===== src/rtl/mem_arbiter.sv =====
// =============================================================================
// Module      : mem_arbiter
// Description : Single-port memory arbiter that serialises instruction-fetch and
//               data requests onto one RAM port. Compile with ARB_STALL_CNT_EN to
//               add the saturating stall counters.
// Revision    : 1.0 - initial release
// =============================================================================
`default_nettype none

module mem_arbiter #(
  parameter int ADDR_W = 32,
  parameter int DATA_W = 32,
  parameter int CNT_W  = 32
) (
  input  logic              CLK,
  input  logic              RST,
  input  logic              iREN,
  input  logic [ADDR_W-1:0] iaddr,
  output logic              ihit,
  output logic [DATA_W-1:0] iload,
  input  logic              dREN,
  input  logic              dWEN,
  input  logic [ADDR_W-1:0] daddr,
  input  logic [DATA_W-1:0] dstore,
  output logic              dhit,
  output logic [DATA_W-1:0] dload,
  output logic              ramREN,
  output logic              ramWEN,
  output logic [ADDR_W-1:0] ramaddr,
  output logic [DATA_W-1:0] ramstore,
  input  logic [DATA_W-1:0] ramload,
  input  logic              ramready,
  output logic [CNT_W-1:0]  dstall_cnt,
  output logic [CNT_W-1:0]  istall_cnt
);

  typedef enum logic [1:0] {
    S_IDLE = 2'd0,
    S_DACC = 2'd1,
    S_IACC = 2'd2,
    S_RESP = 2'd3
  } state_t;

  state_t r_state;
  logic   r_last_d;   // 1 when the most recent grant went to the data side

  logic w_dreq;
  logic w_grant_d;

  assign w_dreq    = dREN | dWEN;
  // On contention the side that was not served last wins.
  assign w_grant_d = w_dreq & (~iREN | ~r_last_d);

  always_ff @(posedge CLK or posedge RST) begin
    if (RST) begin
      r_state  <= S_IDLE;
      r_last_d <= 1'b0;
      ihit     <= 1'b0;
      dhit     <= 1'b0;
      ramREN   <= 1'b0;
      ramWEN   <= 1'b0;
      ramaddr  <= '0;
      ramstore <= '0;
      iload    <= '0;
      dload    <= '0;
    end else begin
      ihit <= 1'b0;
      dhit <= 1'b0;
      case (r_state)
        S_IDLE: begin
          if (w_grant_d) begin
            r_state  <= S_DACC;
            r_last_d <= 1'b1;
            ramaddr  <= daddr;
            ramstore <= dstore;
            ramWEN   <= dWEN;
            ramREN   <= ~dWEN;
          end else if (iREN) begin
            r_state  <= S_IACC;
            r_last_d <= 1'b0;
            ramaddr  <= iaddr;
            ramREN   <= 1'b1;
            ramWEN   <= 1'b0;
          end
        end
        S_DACC: begin
          if (ramready) begin
            if (!ramWEN) begin
              dload <= ramload;
            end
            // A withdrawn request finishes on the RAM side but is not acknowledged.
            dhit    <= w_dreq;
            ramREN  <= 1'b0;
            ramWEN  <= 1'b0;
            r_state <= S_RESP;
          end
        end
        S_IACC: begin
          if (ramready) begin
            iload   <= ramload;
            ihit    <= iREN;
            ramREN  <= 1'b0;
            ramWEN  <= 1'b0;
            r_state <= S_RESP;
          end
        end
        default: begin
          r_state <= S_IDLE;
        end
      endcase
    end
  end

`ifdef ARB_STALL_CNT_EN
  localparam logic [CNT_W-1:0] c_cnt_one = CNT_W'(1);

  logic [CNT_W-1:0] r_dcnt;
  logic [CNT_W-1:0] r_icnt;

  always_ff @(posedge CLK or posedge RST) begin
    if (RST) begin
      r_dcnt <= '0;
      r_icnt <= '0;
    end else begin
      if (w_dreq && !dhit && (r_dcnt != '1)) begin
        r_dcnt <= r_dcnt + c_cnt_one;
      end
      if (iREN && !ihit && (r_icnt != '1)) begin
        r_icnt <= r_icnt + c_cnt_one;
      end
    end
  end

  assign dstall_cnt = r_dcnt;
  assign istall_cnt = r_icnt;
`else
  assign dstall_cnt = '0;
  assign istall_cnt = '0;
`endif

endmodule

`default_nettype wire


===== config.mk =====
export PLATFORM = sky130hd
export DESIGN_NAME = mem_arbiter
export DESIGN_NICKNAME = d
export VERILOG_FILES = /design/src/rtl/mem_arbiter.sv
export SDC_FILE = /design/constraint.sdc
export NUM_CORES = 1
export LEC_CHECK = 0
export BUFFER_PORTS_ARGS = -buffer_cell sky130_fd_sc_hd__clkbuf_2
export CAP_MARGIN = 20
export CORE_AREA = 2 2 126 128
export CTS_BUF_LIST = sky130_fd_sc_hd__clkbuf_8
export CTS_CLUSTER_SIZE = 28
export DETAILED_ROUTE_END_ITERATION = 10
export DIE_AREA = 0 0 128 130
export GPL_ROUTABILITY_DRIVEN = 0
export PLACE_DENSITY = 0.72
export SYNTH_ARGS = -nofsm -noshare
export SYNTH_HDL_FRONTEND = slang
export SYNTH_SLANG_ARGS = --single-unit

===== constraint.sdc =====
create_clock -name CLK -period 5.8 [get_ports CLK]
set_input_delay 1.16 -clock CLK [delete_from_list [all_inputs] [get_ports CLK]]
set_output_delay 1.16 -clock CLK [all_outputs]
set_load 0.05 [all_outputs]

After elaboration in Yosys (flattened, before gate mapping)

Index checks and enable logic that the tools add are counted.

Output and inout bits: 196
Register bits: 135

Eq/ne operators: 4
Mux-type cells: 18
Bitwise operators: 7
Reductions and logical operators: 10

Operators with widths:

| operator                                                                | count |
|---|---|
| 32-bit 2-to-1 mux                                                       | 2 |
| 1-bit 2-to-1 mux                                                        | 10 |
| 2-bit AND reduction                                                     | 4 |
| 2-bit 2-to-1 mux                                                        | 3 |
| 3-bit AND reduction                                                     | 2 |
| 1-bit inverter                                                          | 4 |
| 1-bit case mux with 2 select lines                                      | 2 |
| 2-bit case mux with 2 select lines                                      | 1 |
| 2-bit nonzero test                                                      | 2 |
| 3-bit inequality test, second input constant                            | 1 |
| 2-bit by 1-bit equality test with 1-bit output, second input constant   | 1 |
| 2-bit equality test, second input constant                              | 1 |
| 2-bit zero test                                                         | 1 |
| 2-bit by 1-bit inequality test with 1-bit output, second input constant | 1 |
| 1-bit OR                                                                | 2 |
| 2-bit OR reduction                                                      | 1 |
| 1-bit AND                                                               | 1 |

Longest topological paths before layout

Word-level depth: 5
Gate-level depth with buffers: 7
Mapped depth without buffers: 5

Worst setup path before layout

OpenSTA, ideal clock, no wires.

Kind: input -> register
Start: input dWEN
End: register ramstore[10]
Arrival: 2.098 ns
Setup slack: 3.576 ns
Buffers on the path: 2
Stages: 5
Cells stage by stage: buf_2 -> a2bb2oi_2 -> nand2_2 -> buf_6 -> mux2_4

Longest elaborated chain between the ends: 3

RTL lines:

| item                                 | line | RTL |
|---|---|---|
| start, declared                      | 22   | `input logic dWEN,` |
| 1-bit OR                             | 50   | `assign w_dreq = dREN \| dWEN;` |
| 1-bit AND                            | 52   | `assign w_grant_d = w_dreq & (~iREN \| ~r_last_d);` |
| 2-bit AND reduction (no source line) | n/a  |  |
| end signal, assigned                 | 75   | `ramstore <= dstore;` |
| end, declared                        | 30   | `output logic [DATA_W-1:0] ramstore,` |

No other way between the ends.
A chain may end at the register's enable or synchronous reset.

Worst setup path after layout

Start: input dWEN
End: register ramstore[23]

The elaborated chain is that of the path after synthesis.

==> summary.txt <==
Status
  • Outcome: completed

Setup path
  • Max incr delay on CP: about 0.77 ns
  • Reg2reg setup slack: between 3 and 4 ns
  • Slowest CP cell: nand2_2
  • CP Capture Type: flip-flop
  • Critical path class: primary input to flip-flop
  • Worst EP required: 6.12 ns
  • Critical path, cell by cell: clkbuf_2 -> a2bb2oi_2 -> nand2_2 -> mux2_2
  • Worst reg2reg path depth: 4
  • Crit path depth: 4
  • CP Launch Type: primary input
  • Crit-path max FO: 33
  • Crit path DAT: around 2.7 ns
  • Worst path buffer plus inverter count: 1
  • Delay-heaviest family, CP: simple AND/OR/NAND/NOR gates

Placement
  • DPL Wire Length: between 9 and 10 mm
  • Placed Cells incl. Taps: slightly below 900
  • # port buffers: between 200 and 300

Job
  • Max Cap Viol: 0

Routing
  • DR iter-0 viols: roughly 140
  • Final WL: around 12 mm
  • DRC violations left: 0
  • Vias: 4027
  • Post-route ant nets: 0
  • Pre-antenna DRT Iters: 4
  • Routed wire per std cell: approximately 14 um
  • Vias/cell: between 4 and 5

GRT
  • Tot GR Track Use: 14.6%
  • Vias in the first global route: roughly 3.8k
  • First-pass GRT wire length: 19.0 mm
  • Overflow after GRT: 0
  • Initial antenna violation count: 0
  • Largest net degree at the start of global routing: 87

Logic synthesis
  • Post-synth top area share: 55.9%
  • Syn Area/Cell: 13.7 um2
  • Mapped cell area: 6050 um2
  • Post-synth top flop: dfrtp_1
  • Top post-synthesis cells by area: dfrtp_1 (56%), mux2_2 (13%), buf_4 (8.8%), mux2_4 (7.2%), mux2i_1 (5.3%)
  • Mapped Cells: 443
  • Post-synth EDFFs: 0
  • Synth cell types: 29
  • Sequential-to-total area share from yosys stat: between 50% and 60%
  • Total number of yosys warnings: 0
  • Post-synthesis sequential element count: around 140
  • Share of flip-flops with an asynchronous set or reset: 100%
  • Yosys top cell by area: dfrtp_1

Cells and area
  • N_diodes: 0
  • Area delta synth->final: 26.3%
  • Commonest non-fill, non-tap cells in the layout: clkbuf_2 (265), dfrtp_1 (135), mux2_2 (69), conb_1 (64), nand2_1 (36)
  • Commonest non-fill, non-tap cell in the layout: clkbuf_2
  • Fill cell count: roughly 1.4k
  • Layout Nets: around 850
  • Layout cells sized above 1: approximately 56%
  • Non-Filler Instances: roughly 920

Floorplan
  • Ports: between 300 and 400
  • Rows: 46
  • Die Y: ~130 um
  • Core Area: around 15000 um2
  • Die area: 16600 um2
  • Starting Density: roughly two fifths
  • Die outline width: 128 um

Clocking
  • Postcts setup bufs: 0
  • Clock-pin slew on the worst setup and hold paths: approximately 0.08 ns
  • Worst-case clock buffer depth: 2
  • H-tree depth: 4
  • CTS Hold Bufs: 0
  • Post-cts sizing count: 0
  • Clock sinks: 135
  • CTS tree: yes
  • Clk_lat worst skew: 0.44 ns
  • CTS root buf: clkbuf_8
  • Clock buffer count from CTS: 17

Timing
  • Setup Skew: 0.0134 ns
  • Slew @ Worst Pin: approximately 1.1 ns
  • Final setup vio count: 0
  • Final hold violations: 0
  • Peak Freq: approximately 410 MHz
  • Post-route setup TNS: 0 ns
  • Slew HR: 29.5%
  • Min cycle time layout: roughly 2.4 ns
  • Pins over their slew limit: 0
  • Final period utilization: between 40% and 50%
  • RSZ-0062 raised after global routing: false

Hold path
  • Hold-critical path depth: 2
  • Worst hold path type: flip-flop to flip-flop
## logic make-up (layout without fill, tap and decap cells)
family | after synthesis | in the layout | share of synthesized area [%]
AOI/OAI and AO/OA | 42 | 42 | 4.28
adders and majority gates | 4 | 4 | 0.828
buffers and inverters | 87 | 305 | 10.4
DFF | 135 | 135 | 55.9
muxes | 130 | 130 | 25.3
other | 1 | 64 | 0.0620
and+or+nand+nor | 44 | 44 | 3.25
## synth_stat cells (2+ instances only)
| cell type | count |
|---|---|
| a21oi_1 | 2 |
| buf_2 | 9 |
| buf_4 | 71 |
| buf_6 | 3 |
| dfrtp_1 | 135 |
| ha_1 | 4 |
| inv_1 | 3 |
| mux2_2 | 69 |
| mux2_4 | 29 |
| mux2i_1 | 32 |
| nand2_1 | 36 |
| o21ai_0 | 25 |
| o21ai_1 | 8 |
| o31ai_1 | 2 |
## sequential cells by signal, summed over array words and instances, names as in the netlist
register	flops
ramREN	1
ihit	1
r_state	2
dhit	1
ramaddr	32
dload	32
r_last_d	1
iload	32
ramWEN	1
ramstore	32
## per-stage QoR
stage	hold WS (ns)	setup WS (ns)	area [um2]	utilization, %
6_report	0.481	3.38	7640	49.5
5_1_grt	0.505	3.33	7640	49.5
4_1_cts	0.486	3.41	7640	49.5
3_5_place_dp	0.469	2.92	7290	47.3
3_3_place_gp	0.465	2.95	7290	47.3
2_1_floorplan	0.526	1.03	6280	-
## worst paths after layout
path                                          from                        to
max                                           dWEN  ramstore[23]$_DFFE_PP0P_
min                        ramaddr[22]$_DFFE_PP0P_   ramaddr[22]$_DFFE_PP0P_
max reg2reg                 r_state[1]$_DFFE_PP0P_  ramstore[23]$_DFFE_PP0P_
min reg2reg                ramaddr[22]$_DFFE_PP0P_   ramaddr[22]$_DFFE_PP0P_
max in group asynchronous                      RST            dhit$_DFF_PP0_
min in group asynchronous                      RST  ramstore[21]$_DFFE_PP0P_
## layer usage
metal / vias up / GRT usage, % / share of wire, %
li1: 1930 / - / -
met1: 1899 / 18.1 / 42
met2: 183 / 23.4 / 49
met3: 15 / 5.70 / 8.0
met4: 0 / 5.49 / 1.6
met5: - / 0 / 0
## area by class of cell
cell class              count  area [um2]  area share (%)
multi-input cells         284        2290            30.0
well taps                 192         240            3.14
flip-flops and latches    135        3380            44.2
clock buffers              18         248            3.24
inverters                   3        16.3           0.213
repair buffers            270        1360            17.9
clock inverters            14         101            1.33
## worst register-to-register path, stage by stage, from the launching register on
cell,delay [ns]
dfrtp_1,0.41
inv_1,0.08
ha_1,0.27
nand2_2,0.80
mux2_2,0.43
Power is left out: the tool's default activity adds up to more than one toggle a clock period on the data nets, which glitch-free logic cannot reach.
